### config.mk
export PLATFORM = sky130hd
export DESIGN_NAME = i2s_receiver
export DESIGN_NICKNAME = d
export VERILOG_FILES = /design/src/rtl/i2s_receiver.sv
export SDC_FILE = /design/constraint.sdc
export NUM_CORES = 1
export LEC_CHECK = 0
export CAP_MARGIN = 0
export CORE_AREA = 8 8 112 114
export DETAILED_ROUTE_END_ITERATION = 7
export DIE_AREA = 0 0 120 122
export GPL_ROUTABILITY_DRIVEN = 1
export SYNTH_ARGS = -nofsm -noshare
export SYNTH_HDL_FRONTEND = slang
export SYNTH_SLANG_ARGS = --single-unit
### constraint.sdc
create_clock -name clk -period 2.3 [get_ports clk]
set_clock_uncertainty 0.1 [all_clocks]
set_input_delay 0.46 -clock clk [delete_from_list [all_inputs] [get_ports clk]]
set_output_delay 0.46 -clock clk [all_outputs]
set_load 0.02 [all_outputs]
### src/rtl/i2s_receiver.sv
// I2S receiver: oversamples sck/ws/sd on clk, deserializes MSB-first left/right
// words and presents completed stereo pairs through a valid/ready handshake.
module i2s_receiver #(
  parameter int unsigned DATA_WIDTH  = 16,
  parameter int unsigned SYNC_STAGES = 2
) (
  input  logic                  clk,
  input  logic                  reset,
  input  logic                  sck,
  input  logic                  ws,
  input  logic                  sd,
  output logic [DATA_WIDTH-1:0] left_data,
  output logic [DATA_WIDTH-1:0] right_data,
  output logic                  out_valid,
  input  logic                  out_ready,
  output logic                  frame_error,
  output logic                  overrun
);

  localparam int unsigned CNT_W = $clog2(DATA_WIDTH + 1);

  localparam logic [0:0] ST_SYNC = 1'b0;
  localparam logic [0:0] ST_RECV = 1'b1;

  logic [SYNC_STAGES-1:0] r_sck_sync;
  logic [SYNC_STAGES-1:0] r_ws_sync;
  logic [SYNC_STAGES-1:0] r_sd_sync;
  logic                   r_sck_prev;
  logic                   r_evt;
  logic                   r_ws_smp;
  logic                   r_sd_smp;

  logic                   w_sck_s;
  logic                   w_ws_s;
  logic                   w_sd_s;

  logic [0:0]             r_state,      w_state_nxt;
  logic [CNT_W-1:0]       r_cnt,        w_cnt_nxt;
  logic [DATA_WIDTH-1:0]  r_shift,      w_shift_nxt;
  logic                   r_ws_prev,    w_ws_prev_nxt;
  logic                   r_left_vld,   w_left_vld_nxt;
  logic [DATA_WIDTH-1:0]  r_left_hold,  w_left_hold_nxt;
  logic [DATA_WIDTH-1:0]  r_left_data,  w_left_data_nxt;
  logic [DATA_WIDTH-1:0]  r_right_data, w_right_data_nxt;
  logic                   r_valid,      w_valid_nxt;
  logic                   r_ferr,       w_ferr_nxt;
  logic                   r_overrun,    w_overrun_nxt;

  logic                   w_trans;
  logic                   w_room;
  logic                   w_short;
  logic [DATA_WIDTH-1:0]  w_word;

  assign w_sck_s = r_sck_sync[SYNC_STAGES-1];
  assign w_ws_s  = r_ws_sync[SYNC_STAGES-1];
  assign w_sd_s  = r_sd_sync[SYNC_STAGES-1];

  // Synchronizers plus one registered stage holding the sck rising-edge event and its samples
  always_ff @(posedge clk) begin
    if (reset) begin
      r_sck_sync <= '0;
      r_ws_sync  <= '0;
      r_sd_sync  <= '0;
      r_sck_prev <= 1'b0;
      r_evt      <= 1'b0;
      r_ws_smp   <= 1'b0;
      r_sd_smp   <= 1'b0;
    end else begin
      r_sck_sync <= {r_sck_sync[SYNC_STAGES-2:0], sck};
      r_ws_sync  <= {r_ws_sync[SYNC_STAGES-2:0], ws};
      r_sd_sync  <= {r_sd_sync[SYNC_STAGES-2:0], sd};
      r_sck_prev <= w_sck_s;
      r_evt      <= w_sck_s & ~r_sck_prev;
      r_ws_smp   <= w_ws_s;
      r_sd_smp   <= w_sd_s;
    end
  end

  assign w_trans = r_ws_smp ^ r_ws_prev;
  assign w_room  = r_cnt < CNT_W'(DATA_WIDTH);
  assign w_short = r_cnt < CNT_W'(DATA_WIDTH - 1);
  assign w_word  = w_room ? {r_shift[DATA_WIDTH-2:0], r_sd_smp} : r_shift;

  // Framing FSM and output handshake; publish takes priority over a same-cycle transfer
  always_comb begin
    w_state_nxt      = r_state;
    w_cnt_nxt        = r_cnt;
    w_shift_nxt      = r_shift;
    w_ws_prev_nxt    = r_ws_prev;
    w_left_vld_nxt   = r_left_vld;
    w_left_hold_nxt  = r_left_hold;
    w_left_data_nxt  = r_left_data;
    w_right_data_nxt = r_right_data;
    w_valid_nxt      = r_valid;
    w_ferr_nxt       = 1'b0;
    w_overrun_nxt    = r_overrun;

    if (r_valid && out_ready) begin
      w_valid_nxt = 1'b0;
    end

    if (r_evt) begin
      w_ws_prev_nxt = r_ws_smp;
      case (r_state)
        ST_SYNC: begin
          if (r_ws_prev && !r_ws_smp) begin
            w_state_nxt    = ST_RECV;
            w_cnt_nxt      = '0;
            w_left_vld_nxt = 1'b0;
          end
        end
        ST_RECV: begin
          if (!w_trans) begin
            if (w_room) begin
              w_shift_nxt = w_word;
              w_cnt_nxt   = r_cnt + CNT_W'(1);
            end
          end else begin
            w_shift_nxt = w_word;
            w_cnt_nxt   = '0;
            if (w_short) begin
              w_ferr_nxt = 1'b1;
              if (!r_ws_prev) begin
                w_left_vld_nxt = 1'b0;
              end
            end else if (!r_ws_prev) begin
              w_left_hold_nxt = w_word;
              w_left_vld_nxt  = 1'b1;
            end else if (r_left_vld) begin
              w_left_data_nxt  = r_left_hold;
              w_right_data_nxt = w_word;
              w_valid_nxt      = 1'b1;
              w_left_vld_nxt   = 1'b0;
              if (r_valid && !out_ready) begin
                w_overrun_nxt = 1'b1;
              end
            end
          end
        end
        default: w_state_nxt = ST_SYNC;
      endcase
    end
  end

  always_ff @(posedge clk) begin
    if (reset) begin
      r_state      <= ST_SYNC;
      r_cnt        <= '0;
      r_shift      <= '0;
      r_ws_prev    <= 1'b0;
      r_left_vld   <= 1'b0;
      r_left_hold  <= '0;
      r_left_data  <= '0;
      r_right_data <= '0;
      r_valid      <= 1'b0;
      r_ferr       <= 1'b0;
      r_overrun    <= 1'b0;
    end else begin
      r_state      <= w_state_nxt;
      r_cnt        <= w_cnt_nxt;
      r_shift      <= w_shift_nxt;
      r_ws_prev    <= w_ws_prev_nxt;
      r_left_vld   <= w_left_vld_nxt;
      r_left_hold  <= w_left_hold_nxt;
      r_left_data  <= w_left_data_nxt;
      r_right_data <= w_right_data_nxt;
      r_valid      <= w_valid_nxt;
      r_ferr       <= w_ferr_nxt;
      r_overrun    <= w_overrun_nxt;
    end
  end

  assign left_data   = r_left_data;
  assign right_data  = r_right_data;
  assign out_valid   = r_valid;
  assign frame_error = r_ferr;
  assign overrun     = r_overrun;

endmodule

# After elaboration in Yosys (flattened, before gate mapping)
# Cells that the tools add are included.
[totals]
ff_bits = 85
in_bits = 6
out_inout_bits = 35
word_cells = 69
[op_classes]
n_addsub = 1
n_lt_le_gt_ge = 2
n_eq_ne = 4
muxes = 23
n_bitwise = 8
reduce_logical = 13
[ops]
columns = ["operator", "count"]
rows = [
  ["$mux W16", 3],
  ["$mux W1", 15],
  ["$mux W5", 3],
  ["$pmux W5 S2", 1],
  ["$reduce_and A7 Y1", 1],
  ["$not A1 Y1", 6],
  ["$reduce_and A3 Y1", 2],
  ["$reduce_and A6 Y1", 1],
  ["$add A5 B1 Y5 const B", 1],
  ["$lt A5 B4 Y1 const B", 1],
  ["$lt A5 B5 Y1 const B", 1],
  ["$reduce_and A5 Y1", 1],
  ["$reduce_and A4 Y1", 1],
  ["$reduce_or A4 Y1", 1],
  ["$logic_and A1 B1 Y1", 3],
  ["$ne A3 B1 Y1 const B", 1],
  ["$ne A3 B3 Y1 const B", 1],
  ["$logic_not A1 Y1", 2],
  ["$ne A2 B1 Y1 const B", 1],
  ["$ne A2 B2 Y1 const B", 1],
  ["$pmux W1 S2", 1],
  ["$reduce_bool A2 Y1", 1],
  ["$and A1 B1 Y1", 1],
  ["$xor A1 B1 Y1", 1],
]

# Longest topological paths before layout
# Gate-level depths: netlist of the first run.
[logic_depth]
depth_word = 8
mapped_depth = 8

# Least setup slack after synthesis of the first run
# OpenSTA, ideal clock, no wires.
[synth_path]
path_kind = "register to register"
start = "register r_ws_prev"
end = "register r_left_data[15], in the netlist left_data[15]"
arrival_ns = 1.710
t_required_ns = 2.066
setup_slack_ns = 0.356
path_stages_with_launch = 8
path_buffers = 2
cell_sequence = "dfxtp_1 ha_1 nand3b_2 or3_1 buf_2 buf_6 nand2_1 a21oi_1"
[synth_between]
elab_chain_len = 2
[synth_rtl]
columns = ["item", "line_no", "source"]
rows = [
  ["from (decl)", "40", "logic r_ws_prev, w_ws_prev_nxt;"],
  ["from (signal assigned)", "162", "r_ws_prev <= w_ws_prev_nxt;"],
  ["$xor A1 B1 Y1", "79", "assign w_trans = r_ws_smp ^ r_ws_prev;"],
  ["$reduce_and A6 Y1 (no source line) *", "n/a", ""],
  ["to (signal assigned)", "165", "r_left_data <= w_left_data_nxt;"],
  ["to (decl)", "43", "logic [DATA_WIDTH-1:0] r_left_data, w_left_data_nxt;"],
]
# Mark *: on every way between the ends. The rest lies on a longest branch, timed or not.
# A chain may end at the register's enable or synchronous reset.

# Final worst setup path of the first run
[layout_path]
start = "register r_ws_prev"
end = "register r_right_data[13], in the netlist right_data[13]"
[layout_between]
elab_chain_len = 2
[layout_rtl]
columns = ["item", "line_no", "source"]
rows = [
  ["$xor A1 B1 Y1", "79", ""],
  ["$reduce_and A6 Y1 (no source line) *", "n/a", ""],
  ["to (signal assigned)", "166", "r_right_data <= w_right_data_nxt;"],
  ["to (decl)", "44", "logic [DATA_WIDTH-1:0] r_right_data, w_right_data_nxt;"],
]
# Marked as above.

==> results of run 1 <==
==> placed cells by master, fill, tap and decap left out, types with 2 or more instances in the layout <==
cell type and count:
buf_4 5, clkdlybuf4s50_1 39, nand2_1 68, a21oi_1 37
inv_1 2, dfxtp_1 85, o21ai_0 3, a211oi_1 32
buf_12 2, inv_6 3, clkbuf_8 9, clkinvlp_4 2
nor3_4 2, ha_1 2, nand3_1 3, mux2i_1 17
nor2b_1 10, nor2_1 40, nor4_1 2
==> final cells by class <==
class                   instances  area (µm²)
clock buffers                   9         124
clock inverters                 6        71.3
fillers                      1111        6830
inverters                       2        7.51
multi-input cells             233        1310
flip-flops and latches         85        1700
well taps                     140         175
repair buffers                 47         473
==> logic make-up after synthesis <==
logic type,count (synthesis),share of synthesized area
AND/OR/NAND/NOR,134,0.186
flip-flops,85,0.540
AO/OA/AOI/OAI,80,0.166
buffers and inverters,29,0.0449
multiplexers,17,0.0540
adder cells (fa/ha/maj),2,0.00794
==> flip-flops by register name (all words and copies together) (netlist names), 2 cells and up <==
signal / cells
right_data: 16
r_cnt: 5
r_shift: 16
r_sck_sync: 2
r_sd_sync: 2
r_ws_sync: 2
left_data: 16
r_left_hold: 16
==> power groups by stage <==
stage	clock network, µW	logic (µW)	registers [µW]
6_report	1050	40.0	1480
4_1_cts	1100	40.4	1480
3_3_place_gp	0	39.9	1510
5_1_grt	1160	44.3	1480
2_1_floorplan	0	27.4	1510
3_5_place_dp	0	40.4	1510
==> metrics by stage <==
stage	utilization	total power (µW)	hold slack (ns)	cell area, µm²	setup slack [ns]
6_report	0.361	2570	0.286	3860	0.249
5_1_grt	0.361	2690	0.288	3860	0.0602
4_1_cts	0.361	2620	0.276	3860	0.219
3_5_place_dp	0.343	1550	0.276	3670	0.253
3_3_place_gp	0.343	1550	0.274	3670	0.344
2_1_floorplan	-	1540	0.267	3150	0.356
==> path summary, 6_finish.rpt <==
path                                from                           to  slack [ns]  cells past startpoint
hold / removal     r_sck_prev$_SDFF_PP0_             r_evt$_SDFF_PP0_        0.29                      1
hold reg to reg    r_sck_prev$_SDFF_PP0_             r_evt$_SDFF_PP0_        0.29                      1
setup / recovery  r_ws_prev$_SDFFE_PP0P_  right_data[13]$_SDFFE_PP0P_        0.25                      6
setup reg to reg  r_ws_prev$_SDFFE_PP0P_  right_data[13]$_SDFFE_PP0P_        0.25                      6
==> synth_stat cells, drive strengths merged <==
library cell  count
o21ai             3
a41oi             1
nor2b            10
o311ai            1
a22oi             1
nand2b            1
dfxtp            85
inv               2
nand3b            2
clkbuf           11
and3              1
ha                2
buf              16
nand2            68
mux2i            17
or3               1
nand3             3
nor3              3
o2111ai           1
or4               1
nor2             40
a211oi           32
nor4              2
nand4             1
o21a              1
a31oi             1
a221oi            1
a21oi            38
and4              1
==> routing by layer <==
metal | GRT usage | up-vias
met5 | 0 | -
met2 | 0.155 | 31
li1 | - | 1257
met3 | 0.0407 | 8
met1 | 0.102 | 1097
met4 | 0.0328 | 0
==> reports/results.txt, run 1 <==
Run status: complete, no violations
Top Layer Used: met4
# H-tree levels: 3
Core area: 0.0107 mm²
Placed wire-length estimate: 4380 µm
Final hold viol count: 0
Combinational share of power: 0.016
Max_slew headroom: 0.572
Met3 WL: 349 µm
Seq/Total Area, Yosys: 0.540
Period utilisation layout: 0.892
Dpl cells: 507
Row count: 38
Internal power: 2000 µW
Sequential power share: 0.575
Clock Latency Late Sink: 0.36 ns
FMAX: 0.488 GHz
Via density: 4.58
Share of cells above drive strength 1: 0.0733
Leak pwr: 0.00118 µW
Top cell type's share of synthesized area: 0.540
Post-Route WL: 6470 µm
Antenna diodes: 0
DR vias: 2393
CTS Hold Bufs: 0
M1 WL: 2940 µm
Io pins: 41
Initial antenna violation count: 0
Measured slew at the worst slew-check pin: 0.641 ns
Critical path class: reg -> reg
Post-synth design cell area: 0.00315 mm²
Iteration-0 DRC Markers: 111
Synth Area per Inst: 9.08 µm²
Ys Warns: 0
TritonRoute pass-1 iters: 4
Cells after synthesis: 347
CP max stage delay: 0.46 ns
Tmin final: 2.05 ns
Root Buffer: clkbuf_8
Total CTS buffers: 9
Synth top area cells: dfxtp_1 54%, nand2_1 8.1%, a211oi_1 7.6%, a21oi_1 5.9%, mux2i_1 5.4%
Max Slew Vio Count: 0
# DRC: 0
Clock transition at the registers of the reported paths: 0.08 ns
Area Overhead vs Synth: 22.7%
Met2 WL: 3110 µm
Switching Share: 0.223
Syn nets: 355
Post-CTS Resized: 0
Die footprint: 0.0146 mm²
Gr ovfl total: 0
CP arrival: 2.21 ns
Fin Setup TNS: 0 ns
Clk network pwr share: 0.409
Initial core utilization: 0.294
Largest net degree at the start of global routing: 49
Routed wire per std cell: 12.4 µm
Clock Path Buffers: 2
Area leader, netlist: dfxtp_1
Postcts setup bufs: 0
Fin nets: 386
Cell Chain, Critical Path: ha_1, nand3b_2, nor3_4, buf_12, nor2_1, a211oi_1
P_sw: 573 µW
Final setup viols: 0
Power Density: 665 mW/mm²
Crit. End Element: register
Unique cell type count in the Yosys netlist: 36
Unrepaired setup endpoints after global routing: false
TritonCTS Sinks: 85
Max Cap Violations: 0
CP max FO: 48
Gpl congestion: 0.746
Hold Path Class: reg -> reg
Critical path required time: 2.46 ns
Port Buf Inserts: 40
CTS tree: built
Non-filler instance count after layout: 522
Flop and latch count out of synthesis: 85
DRT antenna net count: 0
Die Width: 120 µm
VDD IR max: 0.242 mV
Cell family with most CP delay: simple AND/OR/NAND/NOR gates
Total Routing Usage GR: 0.0921
Buffers plus inverters on the worst setup path: 1
Die Ht: 122 µm
Number of global-route vias before repair: 2302
First-pass GRT wire length: 10900 µm
CP max stage cell: dfxtp_1
Crit path launch type: register
Note: power is estimated with default switching activity, not from simulation.
==> inputs of run 2 (changes only) <==
ABC_CLOCK_PERIOD_IN_PS = 2300   (was unset)
==> results of run 2 <==
Same layout as run 1: the final DEF is identical, and so are final timing and power.
==> inputs of run 3 (changes only) <==
CTS_CLUSTER_SIZE = 28   (was unset)
==> results of run 3 <==
Same layout as run 1: the final DEF is identical, and so are final timing and power.
